**config.mk**
```make
export PLATFORM = sky130hd
export DESIGN_NAME = seq_mult
export DESIGN_NICKNAME = d
export VERILOG_FILES = /design/src/rtl/seq_mult.sv
export SDC_FILE = /design/constraint.sdc
export NUM_CORES = 1
export LEC_CHECK = 0
export BUFFER_PORTS_ARGS = -buffer_cell sky130_fd_sc_hd__buf_2
export CAP_MARGIN = 10
export CORE_MARGIN = 2
export CORE_UTILIZATION = 40
export DETAILED_ROUTE_END_ITERATION = 8
export HOLD_SLACK_MARGIN = 0.15
export PLACE_DENSITY = 0.54
export SLEW_MARGIN = 25
export SYNTH_ARGS = -nofsm -noshare
export SYNTH_HDL_FRONTEND = slang
export SYNTH_SLANG_ARGS = --single-unit
```
**constraint.sdc**
```tcl
create_clock -name CLK -period 4.9 [get_ports CLK]
set_input_delay 0.98 -clock CLK [delete_from_list [all_inputs] [get_ports CLK]]
set_output_delay 0.98 -clock CLK [all_outputs]
set_load 0.02 [all_outputs]
```
**src/rtl/seq_mult.sv**
```systemverilog
// Iterative shift-add multiplier: one multiplier bit per clock, fixed WIDTH+1 cycle latency,
// unsigned or two's-complement operands selected per operation, valid/ready on both sides.
module seq_mult #(
    parameter int unsigned WIDTH = 32
) (
    input  logic                 CLK,
    input  logic                 rst,
    input  logic                 in_valid,
    output logic                 in_ready,
    input  logic [WIDTH-1:0]     a,
    input  logic [WIDTH-1:0]     b,
    input  logic                 is_signed,
    output logic                 out_valid,
    input  logic                 out_ready,
    output logic [2*WIDTH-1:0]   c,
    output logic                 busy
);

    localparam int unsigned CNT_W = $clog2(WIDTH + 1);

    typedef enum logic [1:0] {
        IDLE,
        CALC,
        FIX,
        DONE
    } state_t;

    state_t               r_state;
    logic [2*WIDTH-1:0]   r_mcand;
    logic [2*WIDTH-1:0]   r_acc;
    logic [2*WIDTH-1:0]   r_c;
    logic [WIDTH-1:0]     r_mplier;
    logic [CNT_W-1:0]     r_cnt;
    logic                 r_neg;
    logic                 r_out_valid;

    logic [WIDTH-1:0]     w_abs_a;
    logic [WIDTH-1:0]     w_abs_b;

    // Magnitude of the most negative value wraps to itself, which is the correct unsigned 2^(WIDTH-1).
    always_comb begin
        w_abs_a = a;
        w_abs_b = b;
        if (is_signed && a[WIDTH-1]) w_abs_a = ~a + WIDTH'(1);
        if (is_signed && b[WIDTH-1]) w_abs_b = ~b + WIDTH'(1);
    end

    always_ff @(posedge CLK) begin
        if (rst) begin
            r_state     <= IDLE;
            r_mcand     <= '0;
            r_acc       <= '0;
            r_c         <= '0;
            r_mplier    <= '0;
            r_cnt       <= '0;
            r_neg       <= 1'b0;
            r_out_valid <= 1'b0;
        end else begin
            case (r_state)
                IDLE: begin
                    if (in_valid) begin
                        r_mcand  <= {{WIDTH{1'b0}}, w_abs_a};
                        r_mplier <= w_abs_b;
                        r_neg    <= is_signed & (a[WIDTH-1] ^ b[WIDTH-1]);
                        r_acc    <= '0;
                        r_cnt    <= '0;
                        r_state  <= CALC;
                    end
                end
                CALC: begin
                    if (r_mplier[0]) r_acc <= r_acc + r_mcand;
                    r_mcand  <= r_mcand << 1;
                    r_mplier <= r_mplier >> 1;
                    r_cnt    <= r_cnt + CNT_W'(1);
                    if (r_cnt == CNT_W'(WIDTH - 1)) r_state <= FIX;
                end
                FIX: begin
                    r_c         <= r_neg ? (~r_acc + (2*WIDTH)'(1)) : r_acc;
                    r_out_valid <= 1'b1;
                    r_state     <= DONE;
                end
                DONE: begin
                    if (out_ready) begin
                        r_out_valid <= 1'b0;
                        r_state     <= IDLE;
                    end
                end
                default: r_state <= IDLE;
            endcase
        end
    end

    // in_ready is gated by rst so the source never sees a handshake that reset would swallow.
    assign in_ready  = (r_state == IDLE) && !rst;
    assign busy      = (r_state != IDLE);
    assign out_valid = r_out_valid;
    assign c         = r_c;

endmodule

```
# Word level (Yosys, flattened, before mapping)
# Index checks and enable logic that the tools add are counted.
dict set report totals {
  output_inout_bits 67
  register_bits 234
}
dict set report op_classes {
  mux 18
  eq_ne 8
  n_addsub 5
  n_bitwise 5
  reduce_logical 13
}
# cell count
set op_table {}
lappend op_table {{2-to-1 mux 64 bit} 4}
lappend op_table {{one-hot mux 64 bit (2 select lines)} 2}
lappend op_table {{2-to-1 mux 32 bit} 3}
lappend op_table {{adder 32 x 1 -> 32 bit (second input constant)} 2}
lappend op_table {{adder 64 x 1 -> 64 bit (second input constant)} 1}
lappend op_table {{adder 64 bit} 1}
lappend op_table {{inverter 32 bit} 2}
lappend op_table {{inverter 64 bit} 1}
lappend op_table {{one-hot mux 32 bit (2 select lines)} 1}
lappend op_table {{one-hot mux 6 bit (2 select lines)} 1}
lappend op_table {{!= test 2 bit (second input constant)} 4}
lappend op_table {{one-hot mux 2 bit (4 select lines)} 1}
lappend op_table {{adder 6 x 1 -> 6 bit (second input constant)} 1}
lappend op_table {{== test 6 x 5 -> 1 bit (second input constant)} 1}
lappend op_table {{2-to-1 mux 2 bit} 3}
lappend op_table {{2-to-1 mux 6 bit} 1}
lappend op_table {{AND reduction 2 bit} 3}
lappend op_table {{AND reduction 3 bit} 2}
lappend op_table {{nonzero test 2 bit} 3}
lappend op_table {{== test 2 bit (second input constant)} 2}
lappend op_table {{logical AND 1 bit} 3}
lappend op_table {{== test 2 x 1 -> 1 bit (second input constant)} 1}
lappend op_table {{logical NOT 2 bit} 1}
lappend op_table {{one-hot mux 1 bit (2 select lines)} 1}
lappend op_table {{other kinds (4)} 4}

# Logic depth before layout (Yosys ltp)
# Gate-level depths: netlist (run 1).
dict set report logic_depth {
  word_depth 5
  ltp_mapped 13
}

# Least setup slack after synthesis (run 1)
# Ideal clock, no wire load.
dict set report synth_path {
  kind {input -> register}
  start {input port a[1]}
  end {register r_mcand[27]}
  setup_time_ns 0.131
  setup_slack_ns 1.700
  arrival_time_ns 3.069
  t_required_ns 4.769
  path_stages 10
  path_cell_list {or2_1 or4_4 or3_4 nor4_4 nand3_2 o41ai_2 xor2_1 nand2_1 o211ai_2 a21oi_2}
}
dict set report synth_via {
  elab_chain_cells 5
}
# element line
set synth_rtl {}
lappend synth_rtl {{start: declaration} 10} ;# input logic [WIDTH-1:0] a,
lappend synth_rtl {{inverter 32 bit} 44} ;# if (is_signed && a[WIDTH-1]) w_abs_a = ~a + WIDTH'(1);
lappend synth_rtl {{adder 32 x 1 -> 32 bit} 44}
lappend synth_rtl {{2-to-1 mux 32 bit} 44}
lappend synth_rtl {{2-to-1 mux 64 bit} 61} ;# if (in_valid) begin
lappend synth_rtl {{one-hot mux 64 bit (2 select lines)} 59} ;# case (r_state)
lappend synth_rtl {{end signal: assignment} 62} ;# r_mcand <= {{WIDTH{1'b0}}, w_abs_a};
lappend synth_rtl {{end signal: assignment} 72} ;# r_mcand <= r_mcand << 1;
lappend synth_rtl {{end: declaration} 29} ;# logic [2*WIDTH-1:0] r_mcand;
# Every way passes these cells. The select of a mux whose other input is x is not followed.
# A chain may end at the register's enable or synchronous reset.

# Worst setup path after layout (run 1)
dict set report layout_path {
  start {register r_acc[0]}
  end {register r_acc[62]}
}
dict set report layout_via {
  elab_chain_cells 3
}
# element line
set layout_rtl {}
lappend layout_rtl {{start: declaration} 30} ;# logic [2*WIDTH-1:0] r_acc;
lappend layout_rtl {{start signal: assignment} 71} ;# if (r_mplier[0]) r_acc <= r_acc + r_mcand;
lappend layout_rtl {{adder 64 bit} 71}
lappend layout_rtl {{2-to-1 mux 64 bit} 71}
lappend layout_rtl {{one-hot mux 64 bit (2 select lines)} 59}
# Every way passes these cells. The select of a mux whose other input is x is not followed.

==> results of run 1 <==
==> critical path: cells and delay by family, from the launching register on <==
kind,cells,cell delay [ps]
AOI/OAI and AO/OA,9,2230
adders and majority gates,2,610
DFF,1,430
and+or+nand+nor,1,220
buffers and inverters,1,60
==> placed cells by master (no fill, tap or decap), types with 16 or more instances in the layout <==
| master | netlist | layout |
|---|---|---|
| sky130_fd_sc_hd__inv_1 | 38 | 38 |
| sky130_fd_sc_hd__buf_4 | 0 | 16 |
| sky130_fd_sc_hd__a211oi_1 | 73 | 73 |
| sky130_fd_sc_hd__a21oi_1 | 161 | 161 |
| sky130_fd_sc_hd__xnor2_1 | 78 | 78 |
| sky130_fd_sc_hd__a22oi_1 | 62 | 62 |
| sky130_fd_sc_hd__a21o_1 | 39 | 39 |
| sky130_fd_sc_hd__o211ai_1 | 26 | 26 |
| sky130_fd_sc_hd__nand4_1 | 19 | 19 |
| sky130_fd_sc_hd__xor2_1 | 98 | 98 |
| sky130_fd_sc_hd__o21ai_0 | 105 | 104 |
| sky130_fd_sc_hd__a22o_1 | 32 | 32 |
| sky130_fd_sc_hd__o31ai_1 | 22 | 22 |
| sky130_fd_sc_hd__nor2_1 | 244 | 243 |
| sky130_fd_sc_hd__nor3_1 | 26 | 26 |
| sky130_fd_sc_hd__o41ai_1 | 18 | 18 |
| sky130_fd_sc_hd__nand2_1 | 257 | 257 |
| sky130_fd_sc_hd__clkbuf_16 | 0 | 29 |
| sky130_fd_sc_hd__buf_2 | 3 | 134 |
| sky130_fd_sc_hd__dfxtp_1 | 234 | 233 |
| sky130_fd_sc_hd__ha_1 | 72 | 70 |
==> sequential cells by signal, summed over array words and instances, names as in the netlist <==
register   count
r_acc         64
r_mplier      32
out_valid      1
r_cnt          6
r_neg          1
c             64
r_state        2
r_mcand       64
==> metal layers <==
| metal | GRT usage | routed length [um] | up-vias |
|---|---|---|---|
| met2 | 0.3463 | 19090 | 313 |
| met4 | 0.04957 | 719 | 0 |
| met5 | 0 | 0 | - |
| li1 | - | - | 7088 |
| met3 | 0.03159 | 2292 | 48 |
| met1 | 0.3389 | 22830 | 6481 |
==> worst min path at each step <==
stage / startpoint / end / slack [ps]
4_1_cts: r_mplier[4]$_SDFFE_PP0P_ / r_mplier[4]$_SDFFE_PP0P_ / 450
2_1_floorplan: r_mplier[2]$_SDFFE_PP0P_ / r_mplier[2]$_SDFFE_PP0P_ / 430
5_1_grt: r_mplier[12]$_SDFFE_PP0P_ / r_mplier[12]$_SDFFE_PP0P_ / 460
3_3_place_gp: r_mplier[4]$_SDFFE_PP0P_ / r_mplier[4]$_SDFFE_PP0P_ / 440
6_report: r_mplier[27]$_SDFFE_PP0P_ / r_mplier[27]$_SDFFE_PP0P_ / 450
3_5_place_dp: r_mplier[13]$_SDFFE_PP0P_ / r_mplier[13]$_SDFFE_PP0P_ / 450
==> area by class of cell <==
class / count / area, sq um / area share
Clock inverter: 12 / 121.4 / 0.007199
Multi-Input combinational cell: 1541 / 9681 / 0.5742
Sequential cell: 234 / 4686 / 0.2779
Inverter: 39 / 146.4 / 0.008683
Timing Repair Buffer: 151 / 802.0 / 0.04757
Clock buffer: 40 / 837.1 / 0.04965
Tap cell: 468 / 585.6 / 0.03473
==> per-stage QoR <==
| step | utilization | instance area, sq um | hold slack (ps) | worst slack [ps] |
|---|---|---|---|---|
| floorplan | - | 14910 | 432.0 | 1700 |
| global placement | 0.4331 | 15900 | 437.8 | 1266 |
| detailed placement | 0.4333 | 15900 | 446.3 | 1240 |
| CTS | 0.4594 | 16860 | 452.7 | 1253 |
| global route | 0.4594 | 16860 | 464.1 | 1043 |
| finish | 0.4594 | 16860 | 451.8 | 1255 |
==> power by group <==
part | leakage (nW) | internal (mW) | switching, mW | total [mW]
sequential | 1.90 | 2.30 | 0.318 | 2.62
clock | 0.481 | 1.29 | 0.876 | 2.17
combinational | 4.60 | 0.935 | 2.17 | 3.10
==> logic make-up (layout without fill, tap and decap cells) <==
group / count (synthesis) / count (layout) / share of synthesized area
fa+ha+maj: 73 / 73 / 0.06174
xor+xnor: 176 / 176 / 0.1034
simple gates: 653 / 653 / 0.1956
flops: 234 / 234 / 0.3141
buf+inv: 159 / 242 / 0.04027
mux: 11 / 11 / 0.007467
compound gates: 628 / 628 / 0.2774
==> metrics.md, run 1 <==
| Metric | Value |
|---|---|
| Leakage power of the design | `6.980 nW` |
| Count of flip-flops with a built-in enable after synthesis | `0` |
| Pre-Repair DR Iteration Count | `5` |
| Number of standard cells in the layout, taps in and fillers out | `2485` |
| Placeable Area | `36700 sq um` |
| Count of state elements after synthesis | `234` |
| Worst setup SP type | `flip-flop` |
| Average vias per placed instance | `5.606` |
| Primary FF master, synth | `sky130_fd_sc_hd__dfxtp_1` |
| Number of antenna violations at the first check in global routing | `1` |
| ANT cells | `0` |
| Crit path capture | `r_acc[62]$_SDFFE_PP0P_` |
| Y dimension of the die | `197.1 um` |
| Top-count cell post-synth | `sky130_fd_sc_hd__nand2_1` |
| Crit path max-delay cell type | `sky130_fd_sc_hd__a31oi_1` |
| Hold Violations, Final | `0` |
| Number of DRC markers after the initial detailed-route iteration | `914` |
| Critical register-to-register path endpoint | `r_acc[62]$_SDFFE_PP0P_` |
| Post-detailed-route wirelength per cell | `18.08 um` |
| Hold depth | `2` |
| TritonCTS Sinks | `234` |
| Wire length of the first global-routing pass | `71340 um` |
| Beginning of the critical path | `r_acc[0]$_SDFFE_PP0P_` |
| Final Routed Wirelength | `44930 um` |
| Clock tree from TritonCTS | `yes` |
| Fraction of layout instances using a drive strength above 1 | `0.1165` |
| Final cycle utilization of the critical path | `0.7439` |
| Max-slew violations | `0` |
| Worst rel slew slack | `0.3419` |
| Max capacitance violation total | `0` |
| Setup Fix Bufs, Post-CTS | `0` |
| Outcome | `finished clean` |
| IR drop worst, VDD | `0.0003436 V` |
| Top cell type by total area after synthesis | `sky130_fd_sc_hd__dfxtp_1` |
| Routed vias | `13.93k` |
| H-Tree Depth | `1` |
| Pin count of the biggest net entering global routing | `110` |
| Number of cell instances on the worst register-to-register path | `13` |
| Area share of the largest cell type after synthesis | `0.3141` |
| Final critical path time including I/O delays and setup | `3645 ps` |
| Data required time at the worst endpoint | `5360 ps` |
| Cell total after placement | `2433` |
| Die area | `38850 sq um` |
| Clock slew seen by the registers of the worst setup and hold paths | `60 ps` |
| Highest net fanout along the worst path | `6` |
| Synth area leaders | `sky130_fd_sc_hd__dfxtp_1, sky130_fd_sc_hd__nand2_1, sky130_fd_sc_hd__nor2_1` |
| Die width | `197.1 um` |
| CTS Buf Count | `28` |
| GPL Wtd Cong | `0.9024` |
| Fill cell instance count of the final layout | `3749` |
| Actual slew at the worst max-slew pin | `987.1 ps` |
| Number of nets in the layout | `2137` |
| Ranking of synthesized cells by instance count | `sky130_fd_sc_hd__nand2_1, sky130_fd_sc_hd__nor2_1, sky130_fd_sc_hd__dfxtp_1` |
| Vias in the first global route | `12.82k` |
| Category of the critical setup timing path | `flip-flop to flip-flop` |
| Total I/O pin count | `136` |
| GRT overflow | `0` |
| Warning count from the yosys run | `0` |
| Number of gates resized after cts | `0` |
| Maximum clock rate | `274.4 MHz` |
| Tot GR Track Use | `0.2272` |
| Type of element capturing the critical path | `flip-flop` |
| Number of rows in the core area | `70` |
| Avg Synthesized Cell Area | `7.712 sq um` |
| Total Power | `7.890 mW` |
| WP data arrival | `4110 ps` |
| Setup repair after global routing missed its margin | `false` |
| Number of buffers on the longest clock path | `3` |
| DRT antenna net count | `0` |
| PortBufs | `135` |
| Post-Route Skew | `24.28 ps` |
| R2R setup slack | `1260 ps` |
| Ys async rst share | `0` |
| Post-Synthesis Cell Area | `14910 sq um` |
| Effective utilization at floorplan | `0.4064` |
| Post-CTS Hold Fix Bufs | `0` |
| Synthesis-to-finish area growth | `13.04%` |
| Cell area power density | `468.0 nW/um^2` |
| Class of the tightest hold or removal check | `flip-flop to flip-flop` |
| Clock root buffer | `sky130_fd_sc_hd__clkbuf_16` |
| Worst-skew pair later-pin latency | `570 ps` |
| Setup violators final | `0` |
| Sum of negative setup slack | `0 ps` |
| Largest stage delay on the critical path | `540 ps` |
| CP Cell Sequence | `ha_1, inv_1, fa_1, nor2b_1, o211ai_1, a21oi_1, o21bai_1, a21o_1, a31oi_1, a21boi_1, o21ai_1, o21ai_0, a41o_1` |
| Number of design rule violations left after detail routing | `0` |
| Synth Net Count | `2076` |
| Portion of the post-synthesis area used by sequential elements | `0.3141` |
| Estimated wirelength of the detail-placed design | `32890 um` |
| R2r startpoint | `r_acc[0]$_SDFFE_PP0P_` |
| Synth cell types | `71` |
| Gate count after technology mapping | `1934` |
(Power assumes the default switching activity.)
==> inputs of run 2 (changes only) <==
- ABC_AREA: default -> 1
- PLACE_DENSITY: 0.54 -> 0.56
- clock period: 4.9 -> 3.06 ns (I/O delays scaled with it)
==> metrics.md, run 2 <==
| Metric | Value |
|---|---|
| Setup Fix Bufs, Post-CTS | `0 (unchanged)` |
| Maximum clock rate | `365.7 MHz (+33%)` |
| Pre-Repair DR Iteration Count | `6 (+1)` |
| Number of antenna violations at the first check in global routing | `2 (+1)` |
| TritonCTS Sinks | `234 (unchanged)` |
| H-Tree Depth | `1 (unchanged)` |
| Estimated wirelength of the detail-placed design | `54590 um (+66%)` |
| Worst Slack Setup Final | `325.7 ps (-929.4 ps)` |
| Worst rel slew slack | `0.3842 (+0.04223)` |
| GPL Wtd Cong | `0.9913 (+9.9%)` |
| Post-CTS Hold Fix Bufs | `0 (unchanged)` |
| WP data arrival | `3170 ps (-940 ps)` |
| Clock root buffer | `sky130_fd_sc_hd__clkbuf_16` |
| Total I/O pin count | `136 (unchanged)` |
| Routed vias | `20.57k (+48%)` |
| Vias in the first global route | `18.94k (+48%)` |
| Leakage power of the design | `10.96 nW (+57%)` |
| ANT cells | `0 (unchanged)` |
| Effective utilization at floorplan | `0.4059 (-0.0004728)` |
| Synth Net Count | `3415 (+64%)` |
| Worst-skew pair later-pin latency | `590 ps (+20 ps)` |
| Warning count from the yosys run | `0 (unchanged)` |
| Post-detailed-route wirelength per cell | `17.30 um (-4.3%)` |
| Area share of the largest cell type after synthesis | `0.2537 (-0.06035)` |
| Tot GR Track Use | `0.2874 (+0.06023)` |
| Setup violators final | `0 (unchanged)` |
| Ys async rst share | `0 (unchanged)` |
| Actual slew at the worst max-slew pin | `922.7 ps (-64.36 ps)` |
| Top library cells by usage in the layout, fill and taps aside | `sky130_fd_sc_hd__nand2_1, sky130_fd_sc_hd__inv_1, sky130_fd_sc_hd__nor2_1` |
| Sum of negative setup slack | `0 ps (unchanged)` |
| Clock slew seen by the registers of the worst setup and hold paths | `60 ps (about the same)` |
| Number of buffers on the longest clock path | `3 (unchanged)` |
| Hold Violations, Final | `0 (unchanged)` |
| Final core occ | `0.4603 (+0.0009350)` |
| Count of flip-flops with a built-in enable after synthesis | `0 (unchanged)` |
| Number of rows in the core area | `78 (+11%)` |
| Portion of the post-synthesis area used by sequential elements | `0.2537 (-0.06035)` |
| Setup repair after global routing missed its margin | `false` |
| Top-count cell post-synth | `sky130_fd_sc_hd__nand2_1` |
| Placeable Area | `45480 sq um (+24%)` |
| GRT overflow | `0 (unchanged)` |
| Avg Synthesized Cell Area | `5.641 sq um (-27%)` |
| Type of element capturing the critical path | `flip-flop` |
| Gate count after technology mapping | `3273 (+69%)` |
| Top cell type by total area after synthesis | `sky130_fd_sc_hd__dfxtp_1` |
| Die area | `47890 sq um (+23%)` |
| Class of the tightest hold or removal check | `input port to flip-flop` |
| Count of state elements after synthesis | `234 (unchanged)` |
| Number of standard cells in the layout, taps in and fillers out | `3997 (+61%)` |
| Data required time at the worst endpoint | `3500 ps (-1860 ps)` |
| Worst setup timing slack at the placement stage | `402.8 ps (-836.8 ps)` |
| Number of nets in the layout | `3518 (+65%)` |
| IR drop worst, VDD | `0.001012 V (+190%)` |
| CTS Buf Count | `30 (+7.1%)` |
| Synth cell types | `44 (-38%)` |
| Final cycle utilization of the critical path | `0.8936 (+0.1497)` |
| Max-slew violations | `0 (unchanged)` |
| Post-Synthesis Cell Area | `18460 sq um (+24%)` |
| Ranking of synthesized cells by instance count | `sky130_fd_sc_hd__nand2_1, sky130_fd_sc_hd__inv_1, sky130_fd_sc_hd__nor2_1` |
| Synth area leaders | `sky130_fd_sc_hd__dfxtp_1, sky130_fd_sc_hd__nand2_1, sky130_fd_sc_hd__inv_1` |
| Clock tree from TritonCTS | `yes` |
| PortBufs | `135 (unchanged)` |
| Synthesis-to-finish area growth | `13.40%` |
| Outcome | `finished clean` |
| Category of the critical setup timing path | `flip-flop to flip-flop` |
| Max capacitance violation total | `0 (unchanged)` |
| Die width | `218.8 um (+11%)` |
| Fill cell instance count of the final layout | `5052 (+35%)` |
| Primary FF master, synth | `sky130_fd_sc_hd__dfxtp_1` |
| Cell total after placement | `3944 (+62%)` |
| Final-layout worst hold slack | `328.0 ps (-123.8 ps)` |
| Worst setup SP type | `flip-flop` |
| Number of gates resized after cts | `0 (unchanged)` |
| Pin count of the biggest net entering global routing | `132 (+20%)` |
| Wire length of the first global-routing pass | `107400 um (+51%)` |
| Highest net fanout along the worst path | `5 (-1)` |
| Fraction of layout instances using a drive strength above 1 | `0.08037 (-0.03614)` |
| Number of DRC markers after the initial detailed-route iteration | `1620 (+77%)` |
| Number of design rule violations left after detail routing | `0 (unchanged)` |
| Post-Route Skew | `19.83 ps (-4.446 ps)` |
| Final Routed Wirelength | `69140 um (+54%)` |
| Average vias per placed instance | `5.147 (-8.2%)` |
| Final critical path time including I/O delays and setup | `2734 ps (-910.6 ps)` |
| Y dimension of the die | `218.8 um (+11%)` |
| Most common cell after layout, fill and taps aside | `sky130_fd_sc_hd__nand2_1` |
| DRT antenna net count | `0 (unchanged)` |
| Cell area power density | `645.2 nW/um^2 (+38%)` |
## run 2: logic make-up after synthesis
| family | count (synthesis) | synth area share |
|---|---|---|
| xor+xnor | 46 | 0.02182 |
| buf+inv | 616 | 0.1263 |
| simple gates | 1795 | 0.3978 |
| fa+ha+maj | 73 | 0.04988 |
| flops | 234 | 0.2537 |
| compound gates | 509 | 0.1504 |
## run 2: per-stage QoR
stage / cell area (sq um) / power [mW]
after floorplan: 18460 / 7.790
after global placement: 19840 / 9.550
after detailed placement: 19840 / 9.598
after CTS: 20940 / 13.61
after global routing: 20940 / 14.36
final: 20940 / 13.51
## run 2: power breakdown
group / internal (mW) / switching [mW]
clock network: 2.50 / 1.47
registers: 3.70 / 0.439
logic: 1.61 / 3.78
total: 7.81 / 5.69
## run 2: critical path, cell delays in order, from the launching register on
cell,delay [ps]
sky130_fd_sc_hd__dfxtp_1,400
sky130_fd_sc_hd__ha_1,400
sky130_fd_sc_hd__nand2_1,90
sky130_fd_sc_hd__inv_1,80
sky130_fd_sc_hd__nand2_1,110
sky130_fd_sc_hd__nor3_1,380
sky130_fd_sc_hd__nand2_1,100
sky130_fd_sc_hd__nand2_1,200
sky130_fd_sc_hd__nand2_1,90
sky130_fd_sc_hd__nand2_1,220
sky130_fd_sc_hd__nand2_1,220
sky130_fd_sc_hd__nand2_1,110
sky130_fd_sc_hd__nand2_1,50
sky130_fd_sc_hd__nand3_1,60
sky130_fd_sc_hd__a21oi_1,70
## run 2: final timing paths
check,start,to,slack (ps),cells past startpoint
setup / recovery,r_acc[9]$_SDFFE_PP0P_,r_acc[60]$_SDFFE_PP0P_,330,14
hold / removal,b[0],r_mplier[0]$_SDFFE_PP0P_,330,3
setup reg to reg,r_acc[9]$_SDFFE_PP0P_,r_acc[60]$_SDFFE_PP0P_,330,14
hold reg to reg,r_cnt[4]$_SDFFE_PP0P_,r_cnt[4]$_SDFFE_PP0P_,450,2
## run 2: layout make-up
type	instances	area, sq um	share of cell area
sequential	234	4686	0.2238
clock inverter	11	212.7	0.01016
inverter	516	1939	0.09264
clock buffer	42	887.1	0.04237
tap	600	750.7	0.03586
multi-input combinational	2423	11460	0.5473
timing repair buffer	171	1002	0.04787
## run 2: metal layers
| metal | up-vias | routed length (um) | global-route usage |
|---|---|---|---|
| met5 | - | 0 | 0 |
| li1 | 10542 | - | - |
| met4 | 0 | 1816 | 0.07342 |
| met3 | 92 | 4403 | 0.03631 |
| met1 | 9355 | 33350 | 0.4129 |
| met2 | 582 | 29570 | 0.4530 |
